File: src/rtl/func_call_accum_if.sv
// Call/result handshake bundle for func_call_accum: a call request channel and a result channel.
// Both channels use valid/ready: a beat transfers on a rising edge where valid && ready are both 1.
interface func_call_accum_if #(
  parameter int WIDTH = 32
);
  logic             in_valid;
  logic             in_ready;
  logic [WIDTH-1:0] in_data;
  logic             in_void;
  logic             out_valid;
  logic             out_ready;
  logic [WIDTH-1:0] out_data;

  modport master (
    output in_valid, in_data, in_void, out_ready,
    input  in_ready, out_valid, out_data
  );

  modport slave (
    input  in_valid, in_data, in_void, out_ready,
    output in_ready, out_valid, out_data
  );
endinterface

File: src/rtl/func_call_accum.sv
// Function-call consumer: returns arg+1 through a small FIFO and accumulates arg+1 as a side effect.
// Void calls apply the side effect only and produce no result beat.
module func_call_accum #(
  parameter int               WIDTH    = 32,
  parameter int               DEPTH    = 2,
  parameter logic [WIDTH-1:0] ACC_INIT = 1
) (
  input  logic                 clk,
  input  logic                 rst,
  func_call_accum_if.slave     bus,
  output logic [WIDTH-1:0]     acc,
  output logic [15:0]          call_count,
  output logic [15:0]          discard_count
);
  localparam int AW = $clog2(DEPTH);
  localparam logic [AW:0] DEPTH_C = (AW + 1)'(DEPTH);

  logic [WIDTH-1:0] mem [DEPTH];
  logic [AW-1:0]    wr_ptr;
  logic [AW-1:0]    rd_ptr;
  logic [AW:0]      count;

  logic             full;
  logic             accept;
  logic             push;
  logic             pop;
  logic [WIDTH-1:0] sum;

  assign full   = (count == DEPTH_C);
  assign accept = bus.in_valid && bus.in_ready;
  assign push   = accept && !bus.in_void;
  assign pop    = bus.out_valid && bus.out_ready;
  assign sum    = bus.in_data + {{(WIDTH-1){1'b0}}, 1'b1};

  // in_ready depends only on registered occupancy, so a pop while full frees the slot next cycle.
  assign bus.in_ready  = !full;
  assign bus.out_valid = (count != '0);
  assign bus.out_data  = bus.out_valid ? mem[rd_ptr] : '0;

  always_ff @(posedge clk) begin
    if (rst) begin
      wr_ptr <= '0;
      rd_ptr <= '0;
      count  <= '0;
    end else begin
      if (push) begin
        mem[wr_ptr] <= sum;
        wr_ptr      <= wr_ptr + 1'b1;
      end
      if (pop) begin
        rd_ptr <= rd_ptr + 1'b1;
      end
      case ({push, pop})
        2'b10:   count <= count + 1'b1;
        2'b01:   count <= count - 1'b1;
        default: count <= count;
      endcase
    end
  end

  always_ff @(posedge clk) begin
    if (rst) begin
      acc           <= ACC_INIT;
      call_count    <= '0;
      discard_count <= '0;
    end else if (accept) begin
      acc <= acc + sum;
      if (call_count != 16'hFFFF) begin
        call_count <= call_count + 16'd1;
      end
      if (bus.in_void && discard_count != 16'hFFFF) begin
        discard_count <= discard_count + 16'd1;
      end
    end
  end
endmodule

File: src/flat_wrapper.sv
// flat-port wrapper written by rule: the top's interface ports become plain ports
module func_call_accum_flat 
#(
  parameter int               WIDTH    = 32,
  parameter int               DEPTH    = 2,
  parameter logic [WIDTH-1:0] ACC_INIT = 1
)
  (clk, rst, acc, call_count, discard_count, bus_in_valid, bus_in_data, bus_in_void, bus_out_ready, bus_in_ready, bus_out_valid, bus_out_data);
  func_call_accum_if #(.WIDTH(WIDTH)) bus_i ();
  input  logic clk;
  input  logic rst;
  output logic [WIDTH-1:0] acc;
  output logic [15:0] call_count;
  output logic [15:0] discard_count;
  input wire logic [$bits(bus_i.in_valid)-1:0] bus_in_valid;
  input wire logic [$bits(bus_i.in_data)-1:0] bus_in_data;
  input wire logic [$bits(bus_i.in_void)-1:0] bus_in_void;
  input wire logic [$bits(bus_i.out_ready)-1:0] bus_out_ready;
  output wire logic [$bits(bus_i.in_ready)-1:0] bus_in_ready;
  output wire logic [$bits(bus_i.out_valid)-1:0] bus_out_valid;
  output wire logic [$bits(bus_i.out_data)-1:0] bus_out_data;
  assign bus_i.in_valid = bus_in_valid;
  assign bus_i.in_data = bus_in_data;
  assign bus_i.in_void = bus_in_void;
  assign bus_i.out_ready = bus_out_ready;
  assign bus_in_ready = bus_i.in_ready;
  assign bus_out_valid = bus_i.out_valid;
  assign bus_out_data = bus_i.out_data;
  func_call_accum #(.WIDTH(WIDTH), .DEPTH(DEPTH), .ACC_INIT(ACC_INIT)) u_core (.clk(clk), .rst(rst), .bus(bus_i), .acc(acc), .call_count(call_count), .discard_count(discard_count));
endmodule
File: config.mk
export PLATFORM = sky130hd
export DESIGN_NAME = func_call_accum_flat
export DESIGN_NICKNAME = d
export VERILOG_FILES = /design/src/rtl/func_call_accum_if.sv /design/src/rtl/func_call_accum.sv /design/src/flat_wrapper.sv
export SDC_FILE = /design/constraint.sdc
export NUM_CORES = 1
export LEC_CHECK = 0
export BUFFER_PORTS_ARGS = -buffer_cell sky130_fd_sc_hd__buf_2
export CAP_MARGIN = 0
export CORE_ASPECT_RATIO = 0.8
export CORE_UTILIZATION = 34
export CTS_BUF_LIST = sky130_fd_sc_hd__clkbuf_2
export DETAILED_ROUTE_END_ITERATION = 10
export PLACE_DENSITY = 0.55
export SLEW_MARGIN = 20
export SYNTH_ARGS = -nofsm -noshare
export SYNTH_HDL_FRONTEND = slang
export SYNTH_SLANG_ARGS = --single-unit
export TNS_END_PERCENT = 50
File: constraint.sdc
create_clock -name clk -period 4.9 [get_ports clk]
set_input_delay 0 -clock clk [delete_from_list [all_inputs] [get_ports clk]]
set_output_delay 0 -clock clk [all_outputs]
set_load 0.02 [all_outputs]
==> impl_metrics.ini <==
[yosys]
yosys.area.top_type = edfxtp_1
synth_top_area_share_pct = 25.6
synth-seq-cells = 133
synth_warnings = 0
synth_ff_type = dfxtp_1
synth-edff-count = 64
synthCells = 801
ys_top_cells_by_count = nor2_1, nand2_1, dfxtp_1
synth.distinct_cells = 52
yosysSeqAreaShare_pct = 44.0
synth_fp_nets = 876
synth_area_leaders = edfxtp_1, dfxtp_1, ha_1, xnor2_1, mux2i_1
ys_async_sr_fraction_pct = 0
synth.most_common_cell = nor2_1
post_synth.cell_area_avg_um2 = 9.37
synth_area_um2 = 7500

[timing]
finalSetupTns_ns = 0
hold-worst-slack_ns = 0.219
skew_ns = 0.0375
max_freq_mhz = 232
final.min_clock_period_ns = 4.30
fin_crit_sh_pct = 87.8
setup_viol = 0
rsz0062_at_grt = no
maxSlewViolCount = 0
relSlewSlack_pct = 43.2
worst_slew_pin_slew_ns = 0.841
final_hold_viol_count = 0

[floorplan]
ios = 135
floorplan.initialDensity_pct = 34.7
rows = 48
coreArea_um2 = 21600
die_w_um = 168
die_h_um = 135
die_area_um2 = 22700

[worst_setup_path]
path_max_fanout = 8
worst_r2r_startpoint = u_core.acc[0]
worstPathArrival_ns = 4.92
slowest_stage = dlygate4sd3_1
cp-start-kind = primary input
cp_cell_sequence = dlygate4sd3_1 > buf_2 > and4_1 > nand4_1 > nor2_1 > nand3_1 > dlygate4sd3_1 > xnor2_1 > ha_1 > nand2_1 > nor2_1 > or4b_4 > a2111oi_4 > nor4_1 > or3_1 > a21oi_1 > mux2_1
path_class = primary input to register
cp.required_ns = 5.51
end_kind = register
slowest_delay_ns = 0.57
startpoint = bus_in_data[2]

[detailed_routing]
totalWireLength_mm = 20.0
drtAntennaViolNets = 0
routedWlPerCell_um = 15.8
drc = 0
vias = 6345
first_pass_iters = 5
drt-initial-drc-count = 390
vias_per_cell = 5.01

[placed_design]
port_buffers = 134
placed_cell_area_um2 = 8460
gp_congestion = 0.845
dp_cells = 1184
dpl.hpwl_mm = 14.4

[global_route]
grt_use_total_pct = 18.1
grt_max_degree = 44
grtUsageMet1_pct = 25.7
grt_pass1_wl_mm = 31.7
grt_pass1_vias = 5961
grt_use_met2_pct = 27.8
use_met3_pct = 4.57
antenna_found_initial = 0
globalRoute.totalOverflow = 0
busiest_layer = met2

[power]
irDropWorstVdd_v = 0.000165
total_power_mw = 3.69
powerDensity_nw_per_um2 = 401
p_leak_nw = 3.73

[cts]
root_buffer = clkbuf_2
cts_tree = done
clockBufferDepth = 2
clk_pin_slew_worst_paths_ns = 0.19
cts_inserted_buffers = 17
h-tree-depth = 4
cts_sinks = 133
clock_latency_ns = 0.71

[outcome]
status = complete, no violations

[layout]
final_cell_count_no_fill = 1266
synthToLayoutAreaGrowth_pct = 22.4
final_nets = 1053
drive_above_1_share_pct = 18.4
antenna_cells = 0
final_area_um2 = 9180

[min_path]
hold_class = primary input to register
hold_start = bus_in_data[0]

[job]
cap_violations = 0
kinds of logic (layout without fill, tap and decap cells):
family | after synthesis | in the layout | share of synthesized area (%)
adder cells (fa/ha/maj) | 38 | 38 | 6.44
multiplexers | 36 | 36 | 4.82
AND/OR/NAND/NOR | 316 | 316 | 20.4
flip-flops | 133 | 133 | 44.0
buffers and inverters | 52 | 242 | 2.65
AO/OA/AOI/OAI | 146 | 146 | 12.3
XOR/XNOR | 80 | 80 | 9.34
path summary, 6_finish.rpt:
| path | to | slack (ns) | depth (start not counted) |
|---|---|---|---|
| hold / removal | u_core.mem[1][0] | 0.22 | 3 |
| setup reg to reg | u_core.acc[26] | 1.77 | 11 |
| hold reg to reg | u_core.acc[8] | 0.49 | 2 |
| setup / recovery | u_core.acc[31] | 0.60 | 17 |
power by group:
part	total, mW	leakage (nW)	internal, mW	switching, mW
logic	1.65	2.45	0.622	1.02
clock network	0.646	0.133	0.235	0.411
registers	1.39	1.14	1.28	0.115
placed cells by master, fill, tap and decap left out, types with 11 or more instances in the layout:
cell type      instances
buf_2                134
nor2_1                92
nand2_1               80
dfxtp_1               68
edfxtp_1              64
a21oi_1               53
dlygate4sd3_1         50
xnor2_1               45
ha_1                  37
nand3_1               35
xor2_1                35
mux2i_1               35
o21ai_0               33
nand4_1               22
clkbuf_2              21
inv_1                 17
nor3_1                14
nand3b_1              11
repair_timing:
| action | 4_1_cts | 5_1_grt |
|---|---|---|
| setup buffers | 0 | 0 |
| hold endpoints to repair | 127 | 0 |
| hold buffers | 50 | 0 |
| gates resized for setup | 0 | 0 |
| endpoints found under the setup margin | 0 | 0 |
registers in the layout (all words and copies together), names as in the netlist, named ones only:
signal and cells:
u_core.call_count 16, u_core.rd_ptr 1, u_core.mem 64, u_core.count 2
u_core.acc 32, u_core.discard_count 16, u_core.wr_ptr 1
critical path, delay by kind of cell:
kind | cells | cell delay (ns)
buffers and inverters | 3 | 1.23
AOI/OAI and AO/OA | 2 | 0.53
xor gates and xnor gates | 1 | 0.18
adders and majority gates | 1 | 0.45
and+or+nand+nor | 9 | 2.17
muxes | 1 | 0.34
layout make-up:
type / count / area (um^2)
well taps: 275 / 344
inverters: 17 / 63.8
repair buffers: 193 / 1240
clock buffers: 21 / 105
multi-input cells: 616 / 4010
clock inverters: 11 / 113
flip-flops and latches: 133 / 3300
fillers: 2200 / 12400
routing by layer:
layer	part of all wire [%]	vias up	wire length [um]
li1	-	3234	-
met1	51	2955	10200
met2	43	150	8680
met3	5.1	6	1030
met4	0.49	0	99
met5	0	-	0
metrics by stage:
stage | worst slack [ns] | util (%)
after floorplan | 0.758 | -
after global placement | 1.02 | 39.1
after detailed placement | 0.932 | 39.1
after CTS | 0.685 | 42.5
after global routing | 0.325 | 42.5
final | 0.596 | 42.5
Power figures use the tool's default switching activity.
